[src/rtl/cacheline_arbiter_pkg.sv]
// Shared types for the cacheline arbiter between the I/D caches and memory.
package cacheline_arbiter_pkg;

  // Default cacheline width in bits.
  localparam int unsigned LINE_W = 256;

  // Arbiter FSM states.
  typedef enum logic [1:0] {
    IDLE   = 2'd0,
    I_BUSY = 2'd1,
    D_BUSY = 2'd2
  } arb_state_t;

  // Owner of the most recent grant; used for round-robin on conflict.
  typedef enum logic {
    ARB_I = 1'b0,
    ARB_D = 1'b1
  } arb_owner_t;

endpackage

[src/rtl/cacheline_arbiter.sv]
// Two-to-one cacheline port arbiter: serializes I-cache fills and D-cache
// fills/write-backs onto one memory port, round-robin on conflict, with the
// winning request latched for the whole memory transaction.
module cacheline_arbiter #(
  parameter int unsigned LINE_W = cacheline_arbiter_pkg::LINE_W,
  parameter int unsigned ADDR_W = 32
) (
  input  logic              clk,
  input  logic              rst,
  // I-cache side
  input  logic              i_read,
  input  logic [ADDR_W-1:0] i_address,
  output logic [LINE_W-1:0] i_rdata,
  output logic              i_resp,
  // D-cache side
  input  logic              d_read,
  input  logic              d_write,
  input  logic [ADDR_W-1:0] d_address,
  input  logic [LINE_W-1:0] d_wdata,
  output logic [LINE_W-1:0] d_rdata,
  output logic              d_resp,
  // Memory side
  output logic              m_read,
  output logic              m_write,
  output logic [ADDR_W-1:0] m_address,
  output logic [LINE_W-1:0] m_wdata,
  input  logic [LINE_W-1:0] m_rdata,
  input  logic              m_resp
);
  import cacheline_arbiter_pkg::*;

  arb_state_t        state_q, state_d;
  arb_owner_t        last_q, last_d;
  logic              m_read_d, m_write_d;
  logic [ADDR_W-1:0] m_address_d;
  logic [LINE_W-1:0] m_wdata_d;
  logic              i_req, d_req;
  logic              grant_i, grant_d;

  assign i_req = i_read;
  assign d_req = d_read | d_write;

  // Next-state: arbitration in IDLE, completion on m_resp while busy.
  always_comb begin
    state_d     = state_q;
    last_d      = last_q;
    m_read_d    = m_read;
    m_write_d   = m_write;
    m_address_d = m_address;
    m_wdata_d   = m_wdata;
    grant_i     = 1'b0;
    grant_d     = 1'b0;

    case (state_q)
      IDLE: begin
        if (i_req && d_req) begin
          // Conflict: the side that did not win last time goes first.
          if (last_q == ARB_I) grant_d = 1'b1;
          else                 grant_i = 1'b1;
        end else if (i_req) begin
          grant_i = 1'b1;
        end else if (d_req) begin
          grant_d = 1'b1;
        end

        if (grant_i) begin
          state_d     = I_BUSY;
          last_d      = ARB_I;
          m_read_d    = 1'b1;
          m_write_d   = 1'b0;
          m_address_d = i_address;
        end else if (grant_d) begin
          state_d     = D_BUSY;
          last_d      = ARB_D;
          // Read and write together is illegal; the write wins.
          m_write_d   = d_write;
          m_read_d    = ~d_write;
          m_address_d = d_address;
          m_wdata_d   = d_wdata;
        end
      end

      I_BUSY, D_BUSY: begin
        if (m_resp) begin
          state_d   = IDLE;
          m_read_d  = 1'b0;
          m_write_d = 1'b0;
        end
      end

      default: begin
        state_d   = IDLE;
        m_read_d  = 1'b0;
        m_write_d = 1'b0;
      end
    endcase
  end

  // State, grant history and the latched memory request.
  always_ff @(posedge clk) begin
    if (rst) begin
      state_q   <= IDLE;
      last_q    <= ARB_I;
      m_read    <= 1'b0;
      m_write   <= 1'b0;
      m_address <= '0;
      m_wdata   <= '0;
    end else begin
      state_q   <= state_d;
      last_q    <= last_d;
      m_read    <= m_read_d;
      m_write   <= m_write_d;
      m_address <= m_address_d;
      m_wdata   <= m_wdata_d;
    end
  end

  // Outputs: zero-latency response routing to the current owner only.
  always_comb begin
    i_rdata = m_rdata;
    d_rdata = m_rdata;
    i_resp  = (state_q == I_BUSY) && m_resp;
    d_resp  = (state_q == D_BUSY) && m_resp;
  end

  // The D-cache must never request a read and a write-back at once.
  illegal_d_rw: assert property (@(posedge clk) disable iff (rst) !(d_read && d_write))
    else $error("cacheline_arbiter: d_read and d_write asserted together");

endmodule

[config.mk]
export PLATFORM = sky130hd
export DESIGN_NAME = cacheline_arbiter
export DESIGN_NICKNAME = d
export VERILOG_FILES = /design/src/rtl/cacheline_arbiter_pkg.sv /design/src/rtl/cacheline_arbiter.sv
export SDC_FILE = /design/constraint.sdc
export NUM_CORES = 1
export LEC_CHECK = 0
export ABC_AREA = 1
export CAP_MARGIN = 20
export CELL_PAD_IN_SITES_DETAIL_PLACEMENT = 1
export CELL_PAD_IN_SITES_GLOBAL_PLACEMENT = 1
export CORE_AREA = 2 2 538 540
export CTS_CLUSTER_DIAMETER = 150
export DETAILED_ROUTE_END_ITERATION = 8
export DIE_AREA = 0 0 540 542
export GPL_TIMING_DRIVEN = 1
export PLACE_DENSITY = 0.3
export SLEW_MARGIN = 20
export SYNTH_ARGS = -nofsm -noshare
export SYNTH_HDL_FRONTEND = slang
export SYNTH_SLANG_ARGS = --single-unit
export TNS_END_PERCENT = 50
[constraint.sdc]
create_clock -name clk -period 2.55 [get_ports clk]
set_input_delay 0.51 -clock clk [delete_from_list [all_inputs] [get_ports clk]]
set_output_delay 0.51 -clock clk [all_outputs]
set_load 0.05 [all_outputs]
# After elaboration in Yosys (flattened, before gate mapping)

Cells that the tools add are included.

Equal/unequal tests: 4
Muxes and demuxes: 24
Bitwise operators: 3
Reductions and logical operators: 9

Operator list:

| kind                 | count |
|---|---|
| $mux W32             | 2 |
| $mux W1              | 16 |
| $mux W2              | 3 |
| $pmux W1 S2          | 2 |
| $pmux W2 S2          | 1 |
| $reduce_and A2 Y1    | 2 |
| $logic_and A1 B1 Y1  | 3 |
| $ne A3 B3 Y1 const B | 1 |
| $reduce_and A3 Y1    | 1 |
| $eq A2 B1 Y1 const B | 1 |
| $eq A2 B2 Y1 const B | 1 |
| $logic_not A2 Y1     | 1 |
| $ne A2 B2 Y1 const B | 1 |
| $not A1 Y1           | 2 |
| $reduce_bool A2 Y1   | 1 |
| $reduce_or A2 Y1     | 1 |
| $or A1 B1 Y1         | 1 |

Register bits: 293
Input bits: 582
Output and inout port bits: 804
Logic and storage cells: 46

# Logic depth before layout (Yosys ltp)

Depth in word-level cells: 8
Depth in mapped cells: 9
Gate-level depth less buffers: 8

# Worst setup path after synthesis

Ideal clock, no wire load.

Path type: flip-flop to flip-flop
From: register state_q[0]
To: register m_wdata[116]
Library setup time: 132 ps
Arrival time: 1324 ps
Data required time: 2418 ps
Path slack: 1094 ps
Stages on the path, launching flop included: 10
Path buffers: 2
Clock period less this slack: 1456 ps
Path through: dfxtp_1 inv_1 ha_1 inv_2 nor2_8 nand2_2 buf_4 buf_2 nand2_1 a21oi_1

Word-level cells in the longest chain between the ends: 2

RTL lines:

| element                            | line                     | RTL |
|---|---|---|
| start: declaration                 | cacheline_arbiter.sv:32  | `arb_state_t state_q, state_d;` |
| start signal: assignment           | cacheline_arbiter.sv:109 | `state_q <= state_d;` |
| $logic_not A2 Y1                   | cacheline_arbiter.sv:54  | `case (state_q)` |
| $reduce_and A3 Y1 (no source line) | n/a                      |  |
| end signal: assignment             | cacheline_arbiter.sv:114 | `m_wdata <= m_wdata_d;` |
| end: declaration                   | cacheline_arbiter.sv:26  | `output logic [LINE_W-1:0] m_wdata,` |

Every way passes these cells.
A chain may end at the register's enable or synchronous reset.

# Worst setup path after layout

From: register m_wdata[73]
To: output m_wdata[73]

No word-level cell between the ends.

==> impl_metrics.ini <==
[sta]
fin_crit_sh_pct = 96.9
slew_headroom_pct = 49.9
worst_pin_slew_ns = 0.749
period_minus_slack_ns = 2.47
drv_slew = 0
finClkSkew_ns = 0.0409
hold_violations = 0
tns_ns = 0
rsz0062_at_grt = no
setup_viol = 0
fmaxAchievable_ghz = 0.405

[grt]
grtUsageMet1_pct = 9.43
gr-total-overflow = 0
groute.usage.overall_pct = 9.46
grt_busiest_layer = met2
grt_start_max_net_pins = 89
grt_pass1_vias = 15000
antenna_found_initial = 43
grt_pass1_wl_um = 178000
met2_usage_pct = 14.3
grt_use_met3_pct = 7.66

[clock_tree]
cts_buffers = 48
cts_hold_buffers = 0
cts_tree = yes
insertion_delay_ns = 0.66
clock-root-buffer = clkbuf_16
h-tree-depth = 2
cts.clk_slew.worst_paths_ns = 0.06
clkSinkCount = 293
cts_buffer_depth = 3

[drt]
wl_um = 143000
drc = 0
wl_per_cell_um = 24.1
firstDrtPassIters = 4
vias = 13800
drtIter0Drc = 476
via_per_inst = 2.33
ant_nets = 0

[logic_synthesis]
synth.avg_cell_area_um2 = 7.71
async_flop_share_pct = 0
synth_cells = 1974
synth_commonest_cells = buf_4, nand2_1, nand3_1, dfxtp_1, a21oi_1
yosys_most_used_dff = dfxtp_1
synth-compound-area-share_pct = 9.67
synthAdderAreaFrac_pct = 0.247
synth.largest_area_cell = dfxtp_1
synth_top_family_by_area = buffers and inverters
synth_mux_area_share_pct = 0
yosysWarnings = 0
yosysMostFrequentCell = buf_4
yosysSeqAreaShare_pct = 38.6
synthesis.area_mm2 = 0.0152
synth-xor-area-share_pct = 0
synthSimpleGateAreaFrac_pct = 19.4
synth_nets = 2559
synth_area_leaders = dfxtp_1, buf_4, nand3_1, a21oi_1, nand2_1
synth_cell_types = 17
synth_edf_count = 0
ys_ff_latch = 293
synth_top_area_share_pct = 38.6

[flow_run]
maxCapViolCount = 0

[place]
place_congestion = 0.753
io_buffer_count = 617
dp_cells = 5834
dp_hpwl_um = 123000

[critical_path]
r2r_slack_ns = 0.44
r2r-end = m_wdata[114]
path_delay_family = buffers and inverters
arrival_ns = 1.96
crit_slowest_cell = clkdlybuf4s50_1
path_class = flop to output port
reg2reg_depth = 8
max_stage_delay_ns = 0.98
critPathMaxFanout = 2
critPathCaptureType = output port
timing.rr.start = state_q[0]
start_kind = flop
cp_num_buf_inv = 1
required_ns = 2.04
cp_cell_sequence = clkdlybuf4s50_1

[hold_path]
holdPathStages = 2
hold_path_class = input pin to flop
min-delay-start = rst
hold_end = last_q

[final_layout]
area_growth_pct = 58.1
drive_above_1_share_pct = 15.5
layoutNonFillerInstCount = 5927
regArea_mm2 = 0.00587
multi_input_area_mm2 = 0.00449
finalNetCount = 2688
fillers = 34200

[pwr]
ir_worst_vdd_mv = 0.442
leakagePower_nw = 8.35
powerDensity_mw_per_mm2 = 876

[floorplan]
start_util_pct = 5.30
ios = 1386
die_w_um = 540
num_rows = 197
die_h_um = 542
core_area_mm2 = 0.287
die-area_mm2 = 0.293

[outcome]
status = finished, final reports clean
-- cells in the final DEF (no fill, tap or decap) --
master,netlist,layout
clkinvlp_4,0,2
clkbuf_16,0,49
clkdlybuf4s50_1,0,459
nand2_2,4,2
clkbuf_1,43,14
dfxtp_1,293,293
bufinv_16,0,5
buf_4,547,216
nand3_1,324,324
nand2_8,0,2
buf_12,0,35
dlygate4sd2_1,0,13
nor2_4,1,1
a21oi_1,292,292
diode_2,0,7
clkbuf_8,0,9
buf_8,0,1
a21oi_4,0,1
nor2_1,3,3
nand4_1,1,1
nand2_1,333,333
inv_1,72,72
nor2_8,1,1
ha_1,3,3
inv_6,0,2
inv_2,1,1
inv_16,0,1
clkinv_2,0,4
-- timing repair --
action / CTS / global route
gates resized for setup: 13 / 0
endpoints found under the setup margin: 13 / 0
setup buffers: 0 / 0
-- registers in the layout, summed over array words and instances (netlist names) --
name	flops
last_q	1
state_q	2
m_wdata	256
m_write	1
m_read	1
m_address	32
-- worst max-delay path by stage --
stage,endpoint,cells after the start,start
global route,m_wdata[73],1,m_wdata[73]
finish,m_wdata[73],1,m_wdata[73]
CTS,m_wdata[168],1,m_wdata[168]
detailed placement,m_wdata[139],7,d_write
floorplan,m_wdata[116],9,state_q[0]
global placement,m_wdata[187],7,d_write
-- layout make-up --
type,instances,share of cell area (%)
multi-input combinational,963,18.7
timing repair buffer,724,29.3
inverter,73,1.14
clock inverter,14,0.926
antenna,7,0.0728
tap,3781,19.7
clock buffer,72,5.83
sequential,293,24.4
-- through the flow --
stage                     hold WS [ns]  util, %  setup WS [ns]  total power [W]  cell area, µm²
after floorplan                  0.452        -           1.09           0.0122           15200
after global placement           0.447     7.81         0.0339           0.0144           22400
after detailed placement         0.454     7.81         0.0297           0.0144           22400
after CTS                        0.146     8.38        0.00140           0.0219           24000
after global routing             0.212     8.38        0.00813           0.0224           24000
final                            0.232     8.38         0.0797           0.0211           24000
-- where the power goes --
part           internal (W)  switching (W)
Sequential          0.00527       0.000474
Combinational       0.00256        0.00569
Clock               0.00429        0.00278
-- layer usage --
metal,share of wire [%],vias up,wire [µm]
met2,42,909,60500
met3,18,371,25200
met1,35,6359,50600
met5,0.052,-,74
li1,-,6157,-
met4,4.7,10,6780
-- logic make-up (layout without fill, tap and decap cells) --
group | Yosys count | in the layout
buffers and inverters | 718 | 883
adders and majority gates | 3 | 3
other | 0 | 7
and+or+nand+nor | 667 | 667
AOI/OAI and AO/OA | 293 | 293
DFF | 293 | 293
No activity file was read; power rests on OpenSTA's default activity.
